File: src/rtl/enc_pkg.sv
// Shared types and helpers for the rotary encoder position accumulator.
package enc_pkg;

   localparam int unsigned MULT_W = 3;

   localparam logic [MULT_W-1:0] MULT_1 = MULT_W'(1);
   localparam logic [MULT_W-1:0] MULT_2 = MULT_W'(2);
   localparam logic [MULT_W-1:0] MULT_4 = MULT_W'(4);

   typedef enum logic {
      CW  = 1'b0,
      CCW = 1'b1
   } dir_e;

   // Saturate a wide signed value into [lo, hi].
   function automatic longint clip(input longint v, input longint lo, input longint hi);
      if (v < lo) return lo;
      if (v > hi) return hi;
      return v;
   endfunction

endpackage

File: src/rtl/enc_acc_if.sv
// Register-side bus of the encoder accumulator: decoder count in, position/change out.
interface enc_acc_if #(
   parameter int unsigned CNT_W = 2,
   parameter int unsigned ACC_W = 16
);
   logic        [CNT_W-1:0] cnt;
   logic                    wr;
   logic signed [ACC_W-1:0] data;
   logic                    rd;
   logic signed [ACC_W-1:0] acc;
   logic                    chg;

   modport master (output cnt, wr, data, rd, input acc, chg);
   modport slave  (input cnt, wr, data, rd, output acc, chg);
endinterface

File: src/rtl/enc_vel.sv
// Velocity estimator: ticks elapsed since the last step pick the step multiplier.
module enc_vel
   import enc_pkg::*;
#(
   parameter int unsigned PRE_W  = 16,
   parameter int unsigned TMR_W  = 6,
   parameter int unsigned FAST_T = 2,
   parameter int unsigned SLOW_T = 8
) (
   input  logic              clk_i,
   input  logic              rst_i,
   input  logic              step,
   input  logic              sign,
   output logic [MULT_W-1:0] mult_c
);

   logic [PRE_W-1:0] pre_q;
   logic [TMR_W-1:0] tmr_q;
   dir_e             dir_q;
   dir_e             dir_c;
   logic             tick_c;

   assign dir_c  = sign ? CCW : CW;
   assign tick_c = &pre_q;

   // Timer restarts on every step and otherwise saturates at all ones.
   always_ff @(posedge clk_i or posedge rst_i) begin
      if (rst_i) begin
         pre_q <= '0;
         tmr_q <= '1;
         dir_q <= CW;
      end else if (step) begin
         pre_q <= '0;
         tmr_q <= '0;
         dir_q <= dir_c;
      end else begin
         pre_q <= pre_q + PRE_W'(1);
         if (tick_c && (tmr_q != '1)) begin
            tmr_q <= tmr_q + TMR_W'(1);
         end
      end
   end

   // Reversals never accelerate so a direction change starts gently.
   always_comb begin
      mult_c = MULT_1;
      if (dir_c == dir_q) begin
         if (tmr_q < TMR_W'(FAST_T)) begin
            mult_c = MULT_4;
         end else if (tmr_q < TMR_W'(SLOW_T)) begin
            mult_c = MULT_2;
         end
      end
   end

endmodule

File: src/rtl/enc_acc.sv
// Integrates the wrapping decoder count into a clipped signed position with acceleration.
module enc_acc
   import enc_pkg::*;
#(
   parameter int unsigned CNT_W  = 2,
   parameter int unsigned ACC_W  = 16,
   parameter int          MIN_V  = -32768,
   parameter int          MAX_V  = 32767,
   parameter int          RST_V  = 0,
   parameter int unsigned PRE_W  = 16,
   parameter int unsigned TMR_W  = 6,
   parameter int unsigned FAST_T = 2,
   parameter int unsigned SLOW_T = 8
) (
   input  logic     clk_i,
   input  logic     rst_i,
   enc_acc_if.slave bus
);

   localparam int unsigned INC_W = CNT_W + 3;
   localparam int unsigned SUM_W = ACC_W + 4;
   localparam longint      MIN_L = longint'(MIN_V);
   localparam longint      MAX_L = longint'(MAX_V);

   logic        [CNT_W-1:0]  cnt_q;
   logic signed [CNT_W-1:0]  delta_c;
   logic                     step_c;
   logic        [MULT_W-1:0] mult_c;
   logic signed [INC_W-1:0]  inc_c;
   logic signed [SUM_W-1:0]  sum_c;
   logic signed [ACC_W-1:0]  acc_q;
   logic signed [ACC_W-1:0]  acc_d_c;
   logic                     chg_q;
   logic                     chg_d_c;

   // Modulo difference against the last seen count; the decoder is never cleared.
   assign delta_c = $signed(bus.cnt - cnt_q);
   assign step_c  = (delta_c != '0);

   enc_vel #(
      .PRE_W  (PRE_W),
      .TMR_W  (TMR_W),
      .FAST_T (FAST_T),
      .SLOW_T (SLOW_T)
   ) u_vel (
      .clk_i  (clk_i),
      .rst_i  (rst_i),
      .step   (step_c),
      .sign   (delta_c[CNT_W-1]),
      .mult_c (mult_c)
   );

   assign inc_c = INC_W'(delta_c) * $signed(INC_W'(mult_c));
   assign sum_c = SUM_W'(acc_q) + SUM_W'(inc_c);

   // A load overrides any step and never flags a change.
   always_comb begin
      acc_d_c = acc_q;
      chg_d_c = chg_q;
      if (bus.wr) begin
         acc_d_c = ACC_W'(clip(longint'(bus.data), MIN_L, MAX_L));
         if (bus.rd) begin
            chg_d_c = 1'b0;
         end
      end else begin
         if (step_c) begin
            acc_d_c = ACC_W'(clip(longint'(sum_c), MIN_L, MAX_L));
         end
         if (acc_d_c != acc_q) begin
            chg_d_c = 1'b1;
         end else if (bus.rd) begin
            chg_d_c = 1'b0;
         end
      end
   end

   always_ff @(posedge clk_i or posedge rst_i) begin
      if (rst_i) begin
         cnt_q <= '0;
         acc_q <= ACC_W'(RST_V);
         chg_q <= 1'b0;
      end else begin
         cnt_q <= bus.cnt;
         acc_q <= acc_d_c;
         chg_q <= chg_d_c;
      end
   end

   assign bus.acc = acc_q;
   assign bus.chg = chg_q;

endmodule
File: src/flat_wrapper.sv
// flat-port wrapper written by rule: the top's interface ports become plain ports
module enc_acc_flat import enc_pkg::*;
#(
   parameter int unsigned CNT_W  = 2,
   parameter int unsigned ACC_W  = 16,
   parameter int          MIN_V  = -32768,
   parameter int          MAX_V  = 32767,
   parameter int          RST_V  = 0,
   parameter int unsigned PRE_W  = 16,
   parameter int unsigned TMR_W  = 6,
   parameter int unsigned FAST_T = 2,
   parameter int unsigned SLOW_T = 8
)
  (clk_i, rst_i, bus_cnt, bus_wr, bus_data, bus_rd, bus_acc, bus_chg);
  enc_acc_if #(.CNT_W(CNT_W), .ACC_W(ACC_W)) bus_i ();
  input  logic clk_i;
  input  logic rst_i;
  input wire logic [$bits(bus_i.cnt)-1:0] bus_cnt;
  input wire logic [$bits(bus_i.wr)-1:0] bus_wr;
  input wire logic [$bits(bus_i.data)-1:0] bus_data;
  input wire logic [$bits(bus_i.rd)-1:0] bus_rd;
  output wire logic [$bits(bus_i.acc)-1:0] bus_acc;
  output wire logic [$bits(bus_i.chg)-1:0] bus_chg;
  assign bus_i.cnt = bus_cnt;
  assign bus_i.wr = bus_wr;
  assign bus_i.data = bus_data;
  assign bus_i.rd = bus_rd;
  assign bus_acc = bus_i.acc;
  assign bus_chg = bus_i.chg;
  enc_acc #(.CNT_W(CNT_W), .ACC_W(ACC_W), .MIN_V(MIN_V), .MAX_V(MAX_V), .RST_V(RST_V), .PRE_W(PRE_W), .TMR_W(TMR_W), .FAST_T(FAST_T), .SLOW_T(SLOW_T)) u_core (.clk_i(clk_i), .rst_i(rst_i), .bus(bus_i));
endmodule
File: config.mk
export PLATFORM = sky130hd
export DESIGN_NAME = enc_acc_flat
export DESIGN_NICKNAME = d
export VERILOG_FILES = /design/src/rtl/enc_pkg.sv /design/src/rtl/enc_acc_if.sv /design/src/rtl/enc_vel.sv /design/src/rtl/enc_acc.sv /design/src/flat_wrapper.sv
export SDC_FILE = /design/constraint.sdc
export NUM_CORES = 1
export LEC_CHECK = 0
export BUFFER_PORTS_ARGS = -buffer_cell sky130_fd_sc_hd__buf_2
export CAP_MARGIN = 20
export CORE_ASPECT_RATIO = 1.25
export CORE_MARGIN = 3
export CORE_UTILIZATION = 35
export CTS_BUF_LIST = sky130_fd_sc_hd__clkbuf_8
export CTS_CLUSTER_DIAMETER = 60
export CTS_CLUSTER_SIZE = 30
export DETAILED_ROUTE_END_ITERATION = 16
export HOLD_SLACK_MARGIN = 0.08
export PLACE_DENSITY = 0.53
export REMOVE_ABC_BUFFERS = 1
export SLEW_MARGIN = 20
export SYNTH_ARGS = -nofsm -noshare
export SYNTH_HDL_FRONTEND = slang
export SYNTH_SLANG_ARGS = --single-unit
File: constraint.sdc
create_clock -name clk_i -period 19.95 [get_ports clk_i]
set_clock_uncertainty 0.1 [all_clocks]
set_input_delay 0 -clock clk_i [delete_from_list [all_inputs] [get_ports clk_i]]
set_output_delay 0 -clock clk_i [all_outputs]
set_load 0.01 [all_outputs]
### Word level (Yosys, flattened, before mapping)

Cells that the tools add are included.

* flip-flop bits (word level): 42
* input bits: 22
* output and inout bits: 17
* word-level logic and storage cells: 57

* $add $sub $neg: 4
* multipliers: 1
* $lt $le $gt $ge: 6
* equality and inequality tests: 3
* mux-type cells: 33
* reduce and logical (&&, ||, !) cells: 4

Operators by type and width (count)
* $mux W16: 12
* $add A16 B5 Y17: 1
* $gt A17 B16 Y1 const B: 1
* $lt A17 B16 Y1 const B: 1
* $add A16 B1 Y16 const B: 1
* $gt A16 B16 Y1 const B: 1
* $lt A16 B16 Y1 const B: 1
* $mux W1: 16
* $ne A16 B16 Y1: 1
* $reduce_and A16 Y1: 1
* $mux W6: 2
* $add A6 B1 Y6 const B: 1
* $lt A6 B2 Y1 const B: 1
* $lt A6 B4 Y1 const B: 1
* $mux W3: 2
* $ne A6 B6 Y1 const B: 1
* $mul A2 B4 Y5: 1
* $reduce_bool A2 Y1: 2
* $mux W2: 1
* $sub A2 B2 Y2: 1
* $eq A1 B1 Y1: 1
* $logic_and A1 B1 Y1: 1

### Depth between registers and ports, before layout

* depth after elaboration: 20
* mapped depth: 23
* gate-level depth less buffers: 21

### By module

From an unflattened synthesis, not the netlist that was laid out.

* cells, all modules: 427
* area total of the unflattened synthesis: 3542.1 sq um

Modules (own cells, without submodules)
* enc_acc: instances 1, cells an instance 308, area each 2371.0 sq um, sequential area each 475.5 sq um
* enc_vel: instances 1, cells an instance 119, area each 1171.1 sq um, sequential area each 583.1 sq um

### Least setup slack after synthesis

Ideal clock, no wire load.

* path kind: register to register
* start: reg u_core.cnt_q[0]
* end: reg u_core.chg_q, in the netlist u_core.bus.chg
* setup time: 129 ps
* data arrival time: 6162 ps
* data required time: 19721 ps
* path slack: 13559 ps
* cell stages (with the launch flop): 21
* buffers on the path: 1
* period minus slack after synthesis: 6391 ps
* cells stage by stage: dfrtp_1 -> ha_1 -> xnor2_1 -> xor2_1 -> nand2_1 -> nor3_1 -> ha_1 -> ha_1 -> fa_1 -> xnor2_1 -> ha_1 -> buf_6 -> a21oi_4 -> o211ai_1 -> a311o_1 -> a311o_2 -> mux2i_4 -> o21a_4 -> a2bb2o_4 -> or4_1 -> o41a_1

* longest elaborated chain between the ends: 18
* elaborated cells on any way between the ends: 25
* those cells by class: add/sub: 2; mul: 1; order compare: 2; eq/ne: 2; mux: 17; reduce/logical: 1

Ends and longest elaborated chain
* start, declared: line enc_acc.sv:25 `logic [CNT_W-1:0] cnt_q;`
* start signal, assigned: line enc_acc.sv:83 `cnt_q <= bus.cnt;`
* $sub A2 B2 Y2 *: line enc_acc.sv:37 `assign delta_c = $signed(bus.cnt - cnt_q);`
* $mux W1: line enc_vel.sv:23 `assign dir_c = sign ? CCW : CW;`
* $eq A1 B1 Y1: line enc_vel.sv:47 `if (dir_c == dir_q) begin`
* $mux W3: line enc_vel.sv:47
* $mul A2 B4 Y5: line enc_acc.sv:53 `assign inc_c = INC_W'(delta_c) * $signed(INC_W'(mult_c));`
* $add A16 B5 Y17: line enc_acc.sv:54 `assign sum_c = SUM_W'(acc_q) + SUM_W'(inc_c);`
* $gt A17 B16 Y1: line enc_pkg.sv:18 `if (v > hi) return hi;`
* $mux W1 (2 in series): line enc_pkg.sv:18
* [... 2 more ...]
* $mux W16: line enc_pkg.sv:19 `return v;`
* $mux W16: line enc_pkg.sv:18
* $mux W16 *: line enc_acc.sv:66 `if (step_c) begin`
* $mux W16 *: line enc_acc.sv:60 `if (bus.wr) begin`
* $ne A16 B16 Y1 *: line enc_acc.sv:69 `if (acc_d_c != acc_q) begin`
* $mux W1 *: line enc_acc.sv:69
* $mux W1 *: line enc_acc.sv:60
* named net u_core.chg_d_c: line enc_acc.sv:34 `logic chg_d_c;`
* end signal, assigned: line enc_acc.sv:85 `chg_q <= chg_d_c;`
* end, declared: line enc_acc.sv:33 `logic chg_q;`

The timed path passes the listed nets; every way through them passes the cells marked *. The select of a mux whose other input is x is not followed.
A chain may end at the register's enable or synchronous reset.

### Worst setup path in the final report

* start: in bus_cnt[0]
* end: reg u_core.chg_q, in the netlist u_core.bus.chg

* longest elaborated chain between the ends: 18
* elaborated cells on any way between the ends: 25
* those cells by class: add/sub: 2; mul: 1; order compare: 2; eq/ne: 2; mux: 17; reduce/logical: 1

Ends and longest elaborated chain
* start, declared: line flat_wrapper.sv:18 `input wire logic [$bits(bus_i.cnt)-1:0] bus_cnt;`
* $sub A2 B2 Y2 *: line enc_acc.sv:37
* $mux W1: line enc_vel.sv:23
* $eq A1 B1 Y1: line enc_vel.sv:47
* $mux W3: line enc_vel.sv:47
* $mul A2 B4 Y5: line enc_acc.sv:53
* $add A16 B5 Y17: line enc_acc.sv:54
* $gt A17 B16 Y1: line enc_pkg.sv:18
* $mux W1 (2 in series): line enc_pkg.sv:18
* [... 2 more ...]
* $mux W16: line enc_pkg.sv:19
* $mux W16: line enc_pkg.sv:18
* $mux W16 *: line enc_acc.sv:66
* $mux W16 *: line enc_acc.sv:60
* $ne A16 B16 Y1 *: line enc_acc.sv:69
* $mux W1 *: line enc_acc.sv:69
* $mux W1 *: line enc_acc.sv:60
* named net u_core.chg_d_c: line enc_acc.sv:34

Marked as above.

==> impl_results.html <==
<table>
<tr><th>Metric</th><th>Value</th></tr>
<tr><th colspan="2">Status</th></tr>
<tr><td>Outcome</td><td>finished clean</td></tr>
<tr><th colspan="2">Power and ir drop</th></tr>
<tr><td>Sw Pwr</td><td>393 uW</td></tr>
<tr><td>Power per Cell Area</td><td>185 nW/um^2</td></tr>
<tr><td>Internal portion of total power</td><td>365 uW</td></tr>
<tr><td>Logic pwr share</td><td>72.8%</td></tr>
<tr><td>VDD IR max</td><td>0.0521 mV</td></tr>
<tr><td>Switching Fraction</td><td>51.9%</td></tr>
<tr><td>Share of total power in sequential cells</td><td>18.6%</td></tr>
<tr><td>Clock network fraction of design power</td><td>8.6%</td></tr>
<tr><td>Pleak</td><td>1.75 nW</td></tr>
<tr><th colspan="2">Floorplanning</th></tr>
<tr><td>Total I/O pin count</td><td>39</td></tr>
<tr><td>Height of the die</td><td>117 um</td></tr>
<tr><td>Die Wd</td><td>95.1 um</td></tr>
<tr><td>Core Box Area</td><td>9660 sq um</td></tr>
<tr><td>Site Rows</td><td>40</td></tr>
<tr><td>Die Outline Area</td><td>11200 sq um</td></tr>
<tr><td>Initial Util</td><td>36.0%</td></tr>
<tr><th colspan="2">Global routing</th></tr>
<tr><td>Remaining Overflow, GRT</td><td>0</td></tr>
<tr><td>Initial antenna violation count</td><td>0</td></tr>
<tr><td>Number of global-route vias before repair</td><td>3251</td></tr>
<tr><td>Wire length of the first global-routing pass</td><td>15.8 mm</td></tr>
<tr><td>Largest net degree at the start of global routing</td><td>43</td></tr>
<tr><td>Overall global routing resource usage</td><td>17.7%</td></tr>
<tr><th colspan="2">Setup path</th></tr>
<tr><td>End of the worst register-to-register path</td><td>u_core.bus.chg$_DFF_PP0_</td></tr>
<tr><td>Worst endpoint data arrival time</td><td>6.82 ns</td></tr>
<tr><td>Worst reg2reg startpoint</td><td>u_core.cnt_q[0]$_DFF_PP0_</td></tr>
<tr><td>CP max-delay cell</td><td>sky130_fd_sc_hd__xnor2_1</td></tr>
<tr><td>Worst Setup Path Type</td><td>input pin to register</td></tr>
<tr><td>Slowest stage delay, CP</td><td>0.74 ns</td></tr>
<tr><td>CP Capture Type</td><td>register</td></tr>
<tr><td>Worst Reg2Reg Path Length in Cells</td><td>21</td></tr>
<tr><td>Required arrival time at the worst endpoint</td><td>20.03 ns</td></tr>
<tr><td>CP dominant cell by count</td><td>sky130_fd_sc_hd__ha_1</td></tr>
<tr><td>Crit path cell chain</td><td>dlygate4sd3_1 &gt; buf_2 &gt; inv_1 &gt; ha_1 &gt; xnor2_1 &gt; xor2_1 &gt; nand2_1 &gt; or3_1 &gt; fa_1 &gt; inv_1 &gt; ha_1 &gt; fa_1 &gt; xnor2_1 &gt; buf_4 &gt; ha_1 &gt; a21oi_1 &gt; o211ai_1 &gt; a311o_1 &gt; a311o_2 &gt; nand3_1 &gt; o21a_4 &gt; a2bb2o_4 &gt; or4_1 &gt; o41a_1</td></tr>
<tr><td>Critical Path Start Type</td><td>input pin</td></tr>
<tr><td>Flop2flop setup slack</td><td>13.21 ns</td></tr>
<tr><td>Maximum net fanout on the critical path</td><td>17</td></tr>
<tr><th colspan="2">Synthesis</th></tr>
<tr><td>Compound-Gate Fraction of Synth Area</td><td>25.6%</td></tr>
<tr><td>Xor-xnor portion of the synthesized cell area</td><td>8.82%</td></tr>
<tr><td>#FFs+latches synth</td><td>42</td></tr>
<tr><td>Fraction of the mapped netlist area in simple logic gates</td><td>17.8%</td></tr>
<tr><td>Post-synth design cell area</td><td>3470 sq um</td></tr>
<tr><td>Post-synthesis cell type count</td><td>66</td></tr>
<tr><td>Count of mapped cells out of synthesis</td><td>403</td></tr>
<tr><td>Syn. warnings</td><td>0</td></tr>
<tr><td>Main combinational cell family by area after synthesis</td><td>compound AO/OA/AOI/OAI gates</td></tr>
<tr><td>Adder and majority gate portion of the synthesized area</td><td>10.9%</td></tr>
<tr><td>Post-synth EDFFs</td><td>0</td></tr>
<tr><td>Multiplexer share of the synthesized area</td><td>2.81%</td></tr>
<tr><td>Proportion of synthesized chip area in sequential cells</td><td>30.5%</td></tr>
<tr><td>Most used flip-flop cell after synthesis</td><td>sky130_fd_sc_hd__dfrtp_1</td></tr>
<tr><td>Synth async-reset ratio</td><td>100%</td></tr>
<tr><td>Post-synthesis average cell area</td><td>8.62 sq um</td></tr>
<tr><th colspan="2">Detailed routing</th></tr>
<tr><td>Routed len/inst</td><td>16.2 um</td></tr>
<tr><td>Via density per instance</td><td>5.55</td></tr>
<tr><td>Number of remaining DRC errors</td><td>0</td></tr>
<tr><td>Detailed Routing Iterations Pass 1</td><td>4</td></tr>
<tr><td>Count of vias placed by the detailed router</td><td>3237</td></tr>
<tr><td>Violation count after the first detailed-route iteration</td><td>189</td></tr>
<tr><td>Total wire length</td><td>9.46 mm</td></tr>
<tr><td>Residual antenna-violating net count after detailed routing</td><td>0</td></tr>
<tr><th colspan="2">Timing</th></tr>
<tr><td>Hold Violations, Final</td><td>0</td></tr>
<tr><td>RSZ-0062 raised after global routing</td><td>no</td></tr>
<tr><td>Count of endpoints failing setup in the final report</td><td>0</td></tr>
<tr><td>Pins Over Slew Limit</td><td>0</td></tr>
<tr><td>Crit path time final</td><td>6.74 ns</td></tr>
<tr><td>Post-route setup TNS</td><td>0 ns</td></tr>
<tr><td>Worst-margin pin slew</td><td>0.921 ns</td></tr>
<tr><td>Portion of the clock cycle consumed by the worst path in the final layout</td><td>33.8%</td></tr>
<tr><td>Headroom to the max-slew limit</td><td>38.1%</td></tr>
<tr><td>Fmax</td><td>148 MHz</td></tr>
<tr><th colspan="2">Hold path</th></tr>
<tr><td>Sink of the worst hold path</td><td>u_core.bus.acc[12]$_DFF_PP0_</td></tr>
<tr><td>Critical hold path startpoint</td><td>bus_wr</td></tr>
<tr><td>Number of cells on the worst hold path</td><td>3</td></tr>
<tr><td>Path category of the worst min-delay check</td><td>input pin to register</td></tr>
<tr><th colspan="2">Layout</th></tr>
<tr><td>Total number of nets in the final design</td><td>505</td></tr>
<tr><td>Post-Route Utilization</td><td>42.3%</td></tr>
<tr><td>Combined area of the multi-input logic cells</td><td>2300 sq um</td></tr>
<tr><td>Fillcell total</td><td>980</td></tr>
<tr><td>Number of antenna repair diodes</td><td>0</td></tr>
<tr><td>Layout Area Growth over Synthesis</td><td>17.6%</td></tr>
<tr><td>Most common cell after layout, fill and taps aside</td><td>sky130_fd_sc_hd__nand2_1</td></tr>
<tr><td>Most frequent cells in the layout</td><td>sky130_fd_sc_hd__nand2_1, sky130_fd_sc_hd__buf_2, sky130_fd_sc_hd__dfrtp_1</td></tr>
<tr><td>Share of layout cells above drive strength 1</td><td>15.3%</td></tr>
<tr><td>FF/Latch Area</td><td>1060 sq um</td></tr>
<tr><th colspan="2">Place</th></tr>
<tr><td>Placer's final routability congestion estimate</td><td>0.883</td></tr>
<tr><td>Post-DP HPWL</td><td>7.25 mm</td></tr>
<tr><td>Port Buffers</td><td>38</td></tr>
<tr><th colspan="2">CTS</th></tr>
<tr><td>Resized Gates After CTS</td><td>0</td></tr>
<tr><td>Sink count of the clock tree</td><td>42</td></tr>
<tr><td>Total setup buffers inserted after CTS</td><td>0</td></tr>
<tr><td>Number of hold-repair buffers added at the cts stage</td><td>20</td></tr>
<tr><td>Cell at the root of the clock tree</td><td>sky130_fd_sc_hd__clkbuf_8</td></tr>
<tr><td>Deepest level of the CTS H-tree</td><td>2</td></tr>
<tr><td>Clock tree from TritonCTS</td><td>yes</td></tr>
<tr><td>Clock input transition at the sequential cells of the worst setup and hold paths</td><td>0.08 ns</td></tr>
<tr><td>Num CTS Buffers</td><td>5</td></tr>
<tr><td>Clock insertion delay at the later pin of the skew report</td><td>0.29 ns</td></tr>
<tr><td>Number of buffers on the longest clock path</td><td>2</td></tr>
<tr><th colspan="2">Flow run</th></tr>
<tr><td>MaxCap Viol Count</td><td>0</td></tr>
</table>
## Yosys cell counts, drive strengths merged (3+ instances only)
cell    instances  share of area, %
o21ai          27               3.9
nand2          47               5.1
o211ai          7               1.7
a21oi          32               4.9
a31oi           6               1.5
xor2           20               5.0
mux2i           4               1.5
fa              3               1.7
a21o            8               1.7
a21boi          3              0.65
nand3          10               1.4
and3            6               1.1
and2            4              0.72
nor3            8               1.2
dfstp           6               4.5
clkbuf         12               1.3
mux2            4               1.3
o22ai           4              0.72
buf             3              0.61
inv            15               1.6
nand2b          5              0.90
or3             5              0.90
dfrtp          36                26
ha             24               8.6
xnor2          15               3.8
nand4           8               1.4
a211oi         14               3.0
nor2           28               3.0
## layer usage
layer  GRT usage [%]  part of all wire (%)  vias up
li1                -                     -     1588
met1            21.8                    42     1555
met2            30.6                    52       72
met3            2.44                   3.3       22
met4            6.95                   3.1        0
met5               0                     0        -
## critical path: cells and delay by family
| kind | cells | cell delay [ns] |
|---|---|---|
| AO/OA/AOI/OAI | 7 | 2.04 |
| XOR/XNOR | 3 | 1.09 |
| adder cells (fa/ha/maj) | 5 | 1.22 |
| buffers and inverters | 5 | 0.97 |
| AND/OR/NAND/NOR | 4 | 1.47 |
## metrics by stage
stage / area [sq um] / setup WS, ns / cells / power (mW) / hold WS (ns)
CTS: 4090 / 13.25 / 583 / 0.762 / 0.100
detailed placement: 3780 / 13.24 / 555 / 0.688 / 0.0289
global route: 4090 / 12.81 / 583 / 0.831 / 0.125
finish: 4090 / 13.21 / 583 / 0.758 / 0.0972
global placement: 3780 / 13.47 / 555 / 0.689 / 0.0286
floorplan: 3410 / 13.43 / 388 / 0.539 / -0.0686
## final cells by class
class,count,share of cell area (%)
tap,126,3.86
inverter,15,1.38
sequential,42,25.9
multi-input combinational,331,56.2
clock inverter,3,0.918
clock buffer,5,1.68
timing repair buffer,61,10.1
## worst max path at each step
| stage | cells after the start | start | end | slack (ns) |
|---|---|---|---|---|
| finish | 24 | bus_cnt[0] | u_core.bus.chg$_DFF_PP0_ | 13.21 |
| global route | 24 | bus_cnt[0] | u_core.bus.chg$_DFF_PP0_ | 12.81 |
| CTS | 21 | u_core.cnt_q[0]$_DFF_PP0_ | u_core.bus.chg$_DFF_PP0_ | 13.25 |
| detailed placement | 21 | u_core.cnt_q[0]$_DFF_PP0_ | u_core.bus.chg$_DFF_PP0_ | 13.24 |
| global placement | 21 | u_core.cnt_q[0]$_DFF_PP0_ | u_core.bus.chg$_DFF_PP0_ | 13.47 |
| floorplan | 19 | u_core.cnt_q[0]$_DFF_PP0_ | u_core.bus.chg$_DFF_PP0_ | 13.43 |
## power by group through the flow
stage | sequential [mW] | combinational (mW) | clock (mW)
floorplan | 0.135 | 0.403 | 0
global placement | 0.144 | 0.545 | 0
detailed placement | 0.143 | 0.545 | 0
CTS | 0.142 | 0.552 | 0.0682
global route | 0.146 | 0.613 | 0.0716
finish | 0.141 | 0.552 | 0.0654
## state kept, by name, indices dropped and copies added (netlist names)
signal and cells:
u_core.bus.acc 16, u_core.bus.chg 1, u_core.cnt_q 2, u_core.u_vel.dir_q 1
u_core.u_vel.pre_q 16, u_core.u_vel.tmr_q 6
## cells by family after synthesis
family          count (synthesis)
compound gates                128
xor+xnor                       35
fa+ha+maj                      29
buf+inv                        30
flops                          42
mux                             8
simple gates                  131
(Power assumes the default switching activity.)
